--- config.mk ---
export PLATFORM = sky130hd
export DESIGN_NAME = regfile_wb_arbiter_flat
export DESIGN_NICKNAME = d
export VERILOG_FILES = /design/src/rtl/regfile_wb_arbiter_if.sv /design/src/rtl/regfile_wb_arbiter.sv /design/src/flat_wrapper.sv
export SDC_FILE = /design/constraint.sdc
export NUM_CORES = 1
export LEC_CHECK = 0
export CAP_MARGIN = 20
export CORE_ASPECT_RATIO = 0.6
export CORE_MARGIN = 10
export CORE_UTILIZATION = 35
export CTS_CLUSTER_SIZE = 24
export DETAILED_ROUTE_END_ITERATION = 7
export GPL_ROUTABILITY_DRIVEN = 0
export PLACE_DENSITY_LB_ADDON = 0.3
export SLEW_MARGIN = 10
export SYNTH_ARGS = -nofsm -noshare
export SYNTH_HDL_FRONTEND = slang
export SYNTH_SLANG_ARGS = --single-unit
--- constraint.sdc ---
create_clock -name clk -period 3.15 [get_ports clk]
set_input_delay 0.63 -clock clk [delete_from_list [all_inputs] [get_ports clk]]
set_output_delay 0.63 -clock clk [all_outputs]
set_load 0.01 [all_outputs]
--- src/rtl/regfile_wb_arbiter_if.sv ---
// Writeback bus for regfile_wb_arbiter: requester handshake, register-file write port
// and pending-write scoreboard. The master modport is the requester/issue side.
interface regfile_wb_arbiter_if;
   logic [2:0]  req_valid;
   logic [14:0] req_reg;
   logic [95:0] req_data;
   logic [2:0]  req_ready;
   logic        RegWrite;
   logic [4:0]  Write_Reg;
   logic [31:0] Write_Bus;
   logic [1:0]  grant_id;
   logic        rsv_valid;
   logic [4:0]  rsv_reg;
   logic [31:0] pending;

   modport master (
      output req_valid, req_reg, req_data, rsv_valid, rsv_reg,
      input  req_ready, RegWrite, Write_Reg, Write_Bus, grant_id, pending
   );

   modport slave (
      input  req_valid, req_reg, req_data, rsv_valid, rsv_reg,
      output req_ready, RegWrite, Write_Reg, Write_Bus, grant_id, pending
   );
endinterface

--- src/rtl/regfile_wb_arbiter.sv ---
// Round-robin arbiter sharing the register-file write port among ALU, load and MMIO writeback.
// Optional pending-write scoreboard built when RF_WB_SCOREBOARD_EN is defined.
module regfile_wb_arbiter (
   input  logic                clk,
   input  logic                rst,
   regfile_wb_arbiter_if.slave bus
);
   localparam int         NUM_REQ = 3;
   localparam int         DATA_W  = 32;
   localparam int         REG_W   = 5;
   localparam logic [1:0] IDLE_ID = 2'b11;

   // (a + b) mod NUM_REQ for operands already below NUM_REQ
   function automatic logic [1:0] wrap_add(input logic [1:0] a, input logic [1:0] b);
      logic [2:0] s;
      s = {1'b0, a} + {1'b0, b};
      return (s >= 3'(NUM_REQ)) ? 2'(s - 3'(NUM_REQ)) : s[1:0];
   endfunction

   logic [1:0]         rr_ptr;
   logic [1:0]         win;
   logic [1:0]         idx;
   logic               xfer;
   logic [NUM_REQ-1:0] ready;
   logic [REG_W-1:0]   sel_reg;
   logic [DATA_W-1:0]  sel_data;

   logic               wb_en;
   logic [REG_W-1:0]   wb_reg;
   logic [DATA_W-1:0]  wb_data;
   logic [1:0]         wb_id;

   // NOTE: every always_comb output gets a default first, so no path can infer a latch.
   always_comb begin
      ready = '0;
      win   = '0;
      xfer  = 1'b0;
      idx   = rr_ptr;
      for (int k = 0; k < NUM_REQ; k++) begin
         idx = wrap_add(rr_ptr, 2'(k));
         if (!xfer && bus.req_valid[idx]) begin
            xfer = 1'b1;
            win  = idx;
         end
      end
      if (xfer) ready[win] = 1'b1;
   end

   assign sel_reg       = bus.req_reg[REG_W*win +: REG_W];
   assign sel_data      = bus.req_data[DATA_W*win +: DATA_W];
   assign bus.req_ready = ready;

   // NOTE: sequential state uses non-blocking assignments so every flop samples pre-edge values.
   always_ff @(posedge clk or posedge rst) begin
      if (rst) begin
         rr_ptr  <= '0;
         wb_en   <= 1'b0;
         wb_reg  <= '0;
         wb_data <= '0;
         wb_id   <= IDLE_ID;
      end else if (xfer) begin
         rr_ptr  <= wrap_add(win, 2'd1);
         wb_en   <= (sel_reg != '0);
         wb_reg  <= sel_reg;
         wb_data <= sel_data;
         wb_id   <= win;
      end else begin
         wb_en   <= 1'b0;
         wb_id   <= IDLE_ID;
      end
   end

   assign bus.RegWrite  = wb_en;
   assign bus.Write_Reg = wb_reg;
   assign bus.Write_Bus = wb_data;
   assign bus.grant_id  = wb_id;

`ifdef RF_WB_SCOREBOARD_EN
   logic [31:0] pend_q;
   logic [31:0] set_mask;
   logic [31:0] clr_mask;

   always_comb begin
      set_mask = '0;
      clr_mask = '0;
      if (bus.rsv_valid && bus.rsv_reg != '0) set_mask[bus.rsv_reg] = 1'b1;
      if (xfer && sel_reg != '0)              clr_mask[sel_reg]     = 1'b1;
   end

   // Set is applied after clear: a same-cycle reservation is younger than the retiring write.
   always_ff @(posedge clk or posedge rst) begin
      if (rst) pend_q <= '0;
      else     pend_q <= (pend_q & ~clr_mask) | set_mask;
   end

   assign bus.pending = pend_q;
`else
   logic unused_rsv;
   assign unused_rsv  = ^{bus.rsv_valid, bus.rsv_reg};
   assign bus.pending = '0;
`endif
endmodule

--- src/flat_wrapper.sv ---
// flat-port wrapper written by rule: the top's interface ports become plain ports
module regfile_wb_arbiter_flat 
  (clk, rst, bus_req_valid, bus_req_reg, bus_req_data, bus_rsv_valid, bus_rsv_reg, bus_req_ready, bus_RegWrite, bus_Write_Reg, bus_Write_Bus, bus_grant_id, bus_pending);
  regfile_wb_arbiter_if bus_i ();
  input  logic clk;
  input  logic rst;
  input wire logic [$bits(bus_i.req_valid)-1:0] bus_req_valid;
  input wire logic [$bits(bus_i.req_reg)-1:0] bus_req_reg;
  input wire logic [$bits(bus_i.req_data)-1:0] bus_req_data;
  input wire logic [$bits(bus_i.rsv_valid)-1:0] bus_rsv_valid;
  input wire logic [$bits(bus_i.rsv_reg)-1:0] bus_rsv_reg;
  output wire logic [$bits(bus_i.req_ready)-1:0] bus_req_ready;
  output wire logic [$bits(bus_i.RegWrite)-1:0] bus_RegWrite;
  output wire logic [$bits(bus_i.Write_Reg)-1:0] bus_Write_Reg;
  output wire logic [$bits(bus_i.Write_Bus)-1:0] bus_Write_Bus;
  output wire logic [$bits(bus_i.grant_id)-1:0] bus_grant_id;
  output wire logic [$bits(bus_i.pending)-1:0] bus_pending;
  assign bus_i.req_valid = bus_req_valid;
  assign bus_i.req_reg = bus_req_reg;
  assign bus_i.req_data = bus_req_data;
  assign bus_i.rsv_valid = bus_rsv_valid;
  assign bus_i.rsv_reg = bus_rsv_reg;
  assign bus_req_ready = bus_i.req_ready;
  assign bus_RegWrite = bus_i.RegWrite;
  assign bus_Write_Reg = bus_i.Write_Reg;
  assign bus_Write_Bus = bus_i.Write_Bus;
  assign bus_grant_id = bus_i.grant_id;
  assign bus_pending = bus_i.pending;
  regfile_wb_arbiter u_core (.clk(clk), .rst(rst), .bus(bus_i));
endmodule
==> summary.txt, run 1 <==
Hold-critical path depth = 2
Clk_lat worst skew = 0.28 ns
Min-delay src = u_core.bus.Write_Reg[1]
CP startpoint kind = flip-flop
Status = finished clean
Fin crit period = 3.05 ns
Drc violations = 0
Number of synthesized flops with an enable pin = 0
FP Rows = 24
CTS sink count = 42
Avg Cell Area, Syn = 9.14 um^2
Tot GR Track Use = 16.4%
Initial core utilization = 36.3%
I/O pins = 197
Final hold viol count = 0
Global route total overflow = 0
Ant. Diodes = 0
Post-synthesis sequential area ratio = 39.6%
Crit end category = output pin
Slew Viols, Final = 0
Most frequent CP cell = inv_1
Final worst slack = 0.100 ns
Commonest non-fill, non-tap cell in the layout = clkdlybuf4s50_1
Total negative slack = 0 ns
Max Cap Viol = 0
Die Ht = 87.5 um
Fmax = 328 MHz
Core Region = 7330 um^2
R2R depth = 11
R2r setup slk = 0.25 ns
Drt initial violations = 99
Crit share post-route = 96.8%
DRT Pass-1 Iters = 4
Worst Hold Class = flip-flop to flip-flop
Pleak = 1.88 nW
Mapped Cells = 291
Layout area overhead = 69.4%
Vias = 2689
Syn. warnings = 0
Clock buffer depth = 2
Filler instances = 634
Area of the die = 11600 um^2
Setup violations, final = 0
Crit path largest cell delay = 0.44 ns
Die W = 133 um
Maximum vdd drop = 820 uV
Overall power = 5.08 mW
Req. time, crit path = 2.52 ns
I/O Buffers = 158
Final WL = 9800 um
Crit-path leading delay family = compound AO/OA/AOI/OAI gates
Post-DP HPWL = 7990 um
Fraction of final layout cells with drive strength greater than 1 = 11.1%
Worst-path clk slew = 0.06 ns
Bufs and invs on worst path = 3
First-pass GRT wire length = 15300 um
Crit Path Category = flip-flop to output pin
Setup Skew = 0.00417 ns
Worst Tran Pin Value = 0.519 ns
Most frequent cells in the layout = clkdlybuf4s50_1 (152), nand2_1 (55), dfrtp_1 (39), conb_1 (32), buf_4 (24)
Slowest-stage cell, CP = dfrtp_2
Hold EP = u_core.bus.Write_Reg[1]
CTS Buf Count = 5
CTS root buf = clkbuf_16
Worst Path Arrival = 2.42 ns
Top cells by area, synth = dfrtp_1 (38%), buf_4 (10%), a221o_1 (8.7%), nand2_1 (7.8%), mux2i_1 (6.0%)
Final ANT Viol Nets = 0
Routed wire per std cell = 17.4 um
Ys flop type = dfrtp_1
Syn Std Cell Area = 2660 um^2
Antenna violations before repair = 0
Cell variety after synth = 38
NumNets Final = 584
Largest net degree at the start of global routing = 51
Max H-tree Level = 2
PwrDens = 1130 nW/um^2
Reg-to-reg endpoint = u_core.bus.RegWrite
Flops & latches, synth = 42
Crit path max fanout = 5
Slew headroom = 65.4%
Via density = 4.78
Cells along the critical path = inv_1 > ha_4 > mux2i_2 > o21ai_2 > a21o_1 > a221oi_4 > inv_1 > nor2_1 > dlygate4sd2_1
FFs w/ async S/R, synth = 100%
Synth top area share = 37.6%
Post-synth top area cell = dfrtp_1
Post-place setup slack = -0.347 ns
Launching point of the worst reg2reg path = u_core.rr_ptr[0]
Vias in the first global route = 2849
CTS tree = built
==> worst register-to-register path: stages, from the launching register on <==
cell	delay [ns]
dfrtp_1	0.43
inv_1	0.16
ha_4	0.26
or4bb_1	0.51
o211ai_1	0.10
a22o_2	0.18
buf_4	0.13
buf_4	0.20
mux2_2	0.35
mux2i_1	0.17
and3_1	0.19
a31oi_1	0.08
==> layer usage <==
layer	GRT usage (%)	vias to the layer above	share of wire (%)
li1	-	1295	-
met1	20.0	1271	45
met2	27.1	116	47
met3	6.57	7	7.5
met4	3.18	0	0.46
met5	0	-	0
==> how the worst max path moves through the flow <==
stage,start,cells past startpoint,to
floorplan,u_core.rr_ptr[0],11,bus_req_ready[2]
global placement,bus_req_valid[2],9,bus_req_ready[0]
detailed placement,bus_req_valid[2],9,bus_req_ready[0]
CTS,bus_req_valid[2],8,bus_req_ready[2]
global route,u_core.rr_ptr[1],9,bus_req_ready[2]
finish,u_core.rr_ptr[1],9,bus_req_ready[2]
==> layout make-up <==
type | count | area [um^2] | share of cell area (%)
Clock buffer | 6 | 129 | 2.86
Clock inverter | 2 | 10.0 | 0.222
Inverter | 6 | 22.5 | 0.500
Multi-Input combinational cell | 221 | 1400 | 31.1
Sequential cell | 42 | 1050 | 23.4
Tap cell | 104 | 130 | 2.89
Timing Repair Buffer | 182 | 1760 | 39.0
==> logic make-up after synthesis <==
kind of cell	synth area share [%]
flip-flops	39.6
multiplexers	7.72
buffers and inverters	14.3
adder cells (fa/ha/maj)	1.88
other	0.141
AO/OA/AOI/OAI	22.5
AND/OR/NAND/NOR	13.8
==> per-stage QoR <==
stage	instances	hold WS (ns)	area, um^2	util [%]
6_report	563	0.484	4500	61.5
3_3_place_gp	553	0.463	4300	58.7
5_1_grt	563	0.502	4500	61.5
2_1_floorplan	322	0.502	2780	-
3_5_place_dp	553	0.471	4300	58.7
4_1_cts	562	0.484	4460	60.8
==> where the power goes <==
part / switching (mW) / internal [mW] / total [mW]
combinational: 1.82 / 1.74 / 3.55
sequential: 0.154 / 0.872 / 1.03
clock: 0.204 / 0.291 / 0.495
==> synth_stat cells (3+ instances only) <==
master	count
nand2_1	55
dfrtp_1	40
buf_4	36
a221o_1	23
o21ai_1	20
o21ai_0	19
mux2i_1	16
nor2_1	9
clkbuf_1	8
a21oi_1	7
buf_2	7
a22oi_1	6
inv_1	6
ha_1	4
nand3b_1	3
nor3b_1	3
==> flip-flops by register name (all words and copies together), names as in the netlist <==
name,count
u_core.bus.RegWrite,1
u_core.bus.Write_Reg,5
u_core.bus.grant_id,2
u_core.bus.Write_Bus,32
u_core.rr_ptr,2
==> repair_timing <==
item,CTS,global route
endpoints found under the setup margin,3,4
hold buffers,0,0
setup buffers,1,1
gates resized for setup,13,7
pin swaps,1,2
(Power assumes the default switching activity.)
==> run 2: changes to the inputs <==
- SLEW_MARGIN: 10 -> 20
==> results of run 2 <==
Same layout as run 1: the final DEF is identical, and so are final timing and power.
